**config.mk**
```make
export PLATFORM = sky130hd
export DESIGN_NAME = ram8_arbiter
export DESIGN_NICKNAME = d
export VERILOG_FILES = /design/src/rtl/ram8_arbiter.sv
export SDC_FILE = /design/constraint.sdc
export NUM_CORES = 1
export LEC_CHECK = 0
export CORE_ASPECT_RATIO = 1.5
export CORE_MARGIN = 3
export CORE_UTILIZATION = 29
export DETAILED_ROUTE_END_ITERATION = 16
export PLACE_DENSITY = 0.78
export SYNTH_ARGS = -nofsm -noshare
export SYNTH_HDL_FRONTEND = slang
export SYNTH_SLANG_ARGS = --single-unit
```
**constraint.sdc**
```tcl
create_clock -name CLK -period 1.5 [get_ports CLK]
set_input_delay 0.3 -clock CLK [delete_from_list [all_inputs] [get_ports CLK]]
set_output_delay 0.3 -clock CLK [all_outputs]
set_load 0.05 [all_outputs]
```
**src/rtl/ram8_arbiter.sv**
```systemverilog
// Two-port round-robin arbiter and sequencer for the RAM8 8x8 scratch RAM.
// Optional bus locking (LOCK0/LOCK1 ports, owner FSM) is built when RAM8_ARB_LOCK_EN is defined.
module ram8_arbiter #(
  parameter int ADDR_W = 3,
  parameter int DATA_W = 8
) (
  input  logic              CLK,
  input  logic              RST_N,
`ifdef RAM8_ARB_LOCK_EN
  input  logic              LOCK0,
  input  logic              LOCK1,
`endif
  input  logic              REQ0,
  input  logic              WE0_IN,
  input  logic [ADDR_W-1:0] ADDR0,
  input  logic [DATA_W-1:0] WDATA0,
  output logic              GNT0,
  output logic              RVALID0,
  output logic [DATA_W-1:0] RDATA0,
  input  logic              REQ1,
  input  logic              WE1_IN,
  input  logic [ADDR_W-1:0] ADDR1,
  input  logic [DATA_W-1:0] WDATA1,
  output logic              GNT1,
  output logic              RVALID1,
  output logic [DATA_W-1:0] RDATA1,
  output logic              RAM_EN,
  output logic              RAM_WE,
  output logic [ADDR_W-1:0] RAM_A,
  output logic [DATA_W-1:0] RAM_DI,
  input  logic [DATA_W-1:0] RAM_DO
);

  localparam int NPORT = 2;

  logic              req   [NPORT];
  logic              we    [NPORT];
  logic [ADDR_W-1:0] addr  [NPORT];
  logic [DATA_W-1:0] wdata [NPORT];

  logic [NPORT-1:0]  elig;
  logic [NPORT-1:0]  gnt;
  logic              last_reg;
  logic              mux_we;
  logic [ADDR_W-1:0] mux_a;
  logic [DATA_W-1:0] mux_di;

  assign req[0]   = REQ0;
  assign req[1]   = REQ1;
  assign we[0]    = WE0_IN;
  assign we[1]    = WE1_IN;
  assign addr[0]  = ADDR0;
  assign addr[1]  = ADDR1;
  assign wdata[0] = WDATA0;
  assign wdata[1] = WDATA1;

`ifdef RAM8_ARB_LOCK_EN
  typedef enum logic [1:0] {
    OWN_NONE = 2'd0,
    OWN_P0   = 2'd1,
    OWN_P1   = 2'd2
  } owner_t;

  owner_t owner_reg;

  // A locked owner masks the other port even while the owner itself is idle.
  always_comb begin
    elig = {req[1], req[0]};
    case (owner_reg)
      OWN_P0:  elig[1] = 1'b0;
      OWN_P1:  elig[0] = 1'b0;
      default: elig = {req[1], req[0]};
    endcase
  end

  always_ff @(posedge CLK or negedge RST_N) begin
    if (!RST_N) begin
      owner_reg <= OWN_NONE;
    end else begin
      case (owner_reg)
        OWN_NONE: begin
          if (gnt[0] && LOCK0) begin
            owner_reg <= OWN_P0;
          end else if (gnt[1] && LOCK1) begin
            owner_reg <= OWN_P1;
          end
        end
        OWN_P0: begin
          if (!REQ0 || (gnt[0] && !LOCK0)) begin
            owner_reg <= OWN_NONE;
          end
        end
        OWN_P1: begin
          if (!REQ1 || (gnt[1] && !LOCK1)) begin
            owner_reg <= OWN_NONE;
          end
        end
        default: owner_reg <= OWN_NONE;
      endcase
    end
  end
`else
  assign elig = {req[1], req[0]};
`endif

  // On a tie the port that was not granted last wins; reset makes port 0 win first.
  always_comb begin
    gnt = '0;
    if (RST_N) begin
      if (elig == 2'b11) begin
        gnt = last_reg ? 2'b01 : 2'b10;
      end else begin
        gnt = elig;
      end
    end
  end

  always_ff @(posedge CLK or negedge RST_N) begin
    if (!RST_N) begin
      last_reg <= 1'b1;
    end else if (|gnt) begin
      last_reg <= gnt[1];
    end
  end

  always_comb begin
    mux_we = 1'b0;
    mux_a  = '0;
    mux_di = '0;
    for (int i = 0; i < NPORT; i++) begin
      if (gnt[i]) begin
        mux_we = we[i];
        mux_a  = addr[i];
        mux_di = wdata[i];
      end
    end
  end

  assign RAM_EN = |gnt;
  assign RAM_WE = mux_we;
  assign RAM_A  = mux_a;
  assign RAM_DI = mux_di;
  assign GNT0   = gnt[0];
  assign GNT1   = gnt[1];

  genvar gi;
  generate
    for (gi = 0; gi < NPORT; gi++) begin : g_port
      logic              rvalid_reg;
      logic [DATA_W-1:0] rdata_reg;
      logic              rd_take;

      assign rd_take = gnt[gi] & ~we[gi];

      // Read data is held until this port's next read completes.
      always_ff @(posedge CLK or negedge RST_N) begin
        if (!RST_N) begin
          rvalid_reg <= 1'b0;
          rdata_reg  <= '0;
        end else begin
          rvalid_reg <= rd_take;
          if (rd_take) begin
            rdata_reg <= RAM_DO;
          end
        end
      end
    end
  endgenerate

  assign RVALID0 = g_port[0].rvalid_reg;
  assign RDATA0  = g_port[0].rdata_reg;
  assign RVALID1 = g_port[1].rvalid_reg;
  assign RDATA1  = g_port[1].rdata_reg;

endmodule

```
==> impl_metrics.py <==
metrics = {
    "power_and_ir_drop": {
        "ir_drop_mv": 1.013,
        "p_per_area_mw_per_mm2": 1182,
        "leakage_nw": 1.029,
        "power.total_mw": 2.763,
    },
    "status": {
        "violations": "negative setup slack",
        "run_status": "complete, but fails checks",
    },
    "clocking": {
        "htree_levels": 1,
        "cts_hold_buf": 0,
        "cts_buffers": 3,
        "clk_pin_slew_ps": 60,
        "cts_tree": "built",
        "cts_sinks": 19,
        "clockBufferDepth": 2,
        "clock_latency_ps": 250,
        "cts-root-buf": "clkbuf_8",
    },
    "synth": {
        "synth_area_sq_um": 853.3,
        "synth.distinct_cells": 14,
        "ys_top_cells_by_count": "18 x dfrtp_1, 16 x mux2_2, 11 x a22o_1, 4 x nand2_1",
        "avgSynthCellArea_sq_um": 13.76,
        "synth_top_cell_by_area": "dfrtp_1",
        "synth_edf_count": 0,
        "synthArstFlopShare": 1.000,
        "synth_seq_cells": 19,
        "synth.net_count": 98,
        "netlist_instances": 62,
        "ys_warn_count": 0,
        "synth_top_area_frac": 0.5279,
        "yosys.cell_count.top_type": "dfrtp_1",
        "synth_seq_area_share": 0.5587,
        "yosys-top-cells-area": "dfrtp_1 53%, mux2_2 21%, a22o_1 11%",
        "postSynth.topFlopCell": "dfrtp_1",
    },
    "sta": {
        "min_period_ps": 1847,
        "timing.fmax_ghz": 0.5414,
        "period_share": 1.231,
        "worstMarginPinSlew_ps": 292.6,
        "setup_viol": 30,
        "hold_viol_final": 0,
        "rsz0062_at_grt": "yes",
        "finalClockSkew_ps": 2.850,
        "timing.slew.headroom": 0.8043,
        "hold_slack_ps": 331.1,
        "setup_ws_ps": -347.0,
        "maxSlewViolCount": 0,
    },
    "floorplanning": {
        "core-area_sq_mm": 0.002734,
        "die_y_microns": 72.44,
        "pin_count": 69,
        "die_w_microns": 50.29,
        "dieArea_sq_mm": 0.003643,
        "rows": 23,
        "initial_core_util": 0.3121,
    },
    "job": {
        "max_cap_viol_count": 0,
    },
    "finish": {
        "fillers": 126,
        "seq_area_sq_um": 476.7,
        "final_nets": 187,
        "drive_gt1_frac": 0.6200,
        "n_antenna_cell": 0,
        "syn_to_final_growth_pct": 174.0,
        "multi_input_area_sq_um": 559.3,
    },
    "routing": {
        "wire_per_inst_microns": 20.49,
        "ant_nets": 0,
        "drt-initial-drc-count": 24,
        "vias": 900,
        "routed_wl_mm": 3.832,
        "vias_per_cell": 4.813,
        "drc": 0,
        "drtPass1Iterations": 3,
    },
    "grt": {
        "antenna_found_initial": 0,
        "grt_pass1_wl_mm": 5.913,
        "grt.overflow.total": 0,
        "grt_pass1_vias": 1088,
        "grt_max_degree": 20,
        "grt_util_all_layers": 0.2217,
    },
    "setup_path": {
        "end_kind": "primary output",
        "worst_setup_path_start_kind": "flop",
        "r2r_cells": 5,
        "worstSetupPathType": "flop to primary output",
        "worstPathRequired_ps": 1200,
        "worstPathArrival_ps": 1550,
        "cp_max_fo": 3,
    },
    "place": {
        "finalWeightedCongestion": 0.7361,
        "portBuffers": 68,
        "place_hpwl_mm": 2.649,
    },
    "min_path": {
        "hold_path.class": "input pin to async pin",
    },
}
-- cells by family after synthesis --
family / after synthesis / share of synthesized area
AOI/OAI and AO/OA: 17 / 0.1701
DFF: 19 / 0.5587
muxes: 16 / 0.2111
buffers and inverters: 4 / 0.02493
and+or+nand+nor: 6 / 0.03518
-- through the flow --
step	instances	util	setup TNS [ps]	setup slack (ps)	area (sq um)
3_5_place_dp	175	0.7643	-12130	-448.6	2090
3_3_place_gp	175	0.7643	-10810	-397.0	2090
5_1_grt	187	0.8554	-7087	-405.8	2338
6_report	187	0.8554	-6187	-347.0	2338
4_1_cts	188	0.8677	-5702	-340.5	2372
2_1_floorplan	62	-	-534.4	-176.8	955.9
-- layout by cell type, fill, tap and decap left out, types with 2 or more instances in the layout --
| master | instances |
|---|---|
| a21oi_4 | 2 |
| a22o_4 | 11 |
| buf_12 | 34 |
| buf_4 | 7 |
| buf_6 | 10 |
| clkbuf_8 | 3 |
| clkdlybuf4s50_1 | 32 |
| dfrtp_1 | 18 |
| mux2_2 | 6 |
| mux2_4 | 10 |
| nand2_1 | 2 |
| nor3b_4 | 2 |
-- worst max-delay path: stages, from the launching register on --
cell,delay (ps)
dfstp_2,590
buf_12,120
nand2_4,40
nor3b_4,160
nor3b_4,200
buf_6,190
-- repair_timing --
item | in CTS | in global routing
pin swaps | 5 | 4
gates cloned | 2 | 0
setup endpoints to repair | 31 | 31
buffers inserted | 8 | 2
gates resized for setup | 39 | 7
-- layer usage --
metal	routed length (microns)	vias to the layer above	share of wire	track usage
met5	0	-	0	0
met4	62	0	0.016	0.08084
met3	406	4	0.11	0.06982
met2	2162	64	0.56	0.4462
met1	1200	426	0.31	0.1968
li1	-	406	-	-
-- final timing paths --
kind	slack, ps	startpoint	endpoint
setup / recovery	-350	last_reg	RAM_WE
hold / removal	330	RST_N	RDATA1[0]
setup reg to reg	-160	last_reg	RDATA0[7]
hold reg to reg	580	RDATA1[1]	RDATA1[1]
max in group asynchronous	910	RST_N	last_reg
min in group CLK	470	REQ1	last_reg
-- report_power, final --
part	switching [mW]	internal (mW)
Sequential	0.140	0.634
Combinational	0.771	0.876
Clock	0.154	0.188
Total	1.06	1.70
-- cell type report --
| cell class | count | share of cell area |
|---|---|---|
| clock buffers | 4 | 0.01926 |
| inverters | 1 | 0.002675 |
| repair buffers | 87 | 0.5153 |
| flip-flops and latches | 19 | 0.2039 |
| multi-input cells | 39 | 0.2392 |
| well taps | 37 | 0.01980 |
Note: power is estimated with default switching activity, not from simulation.
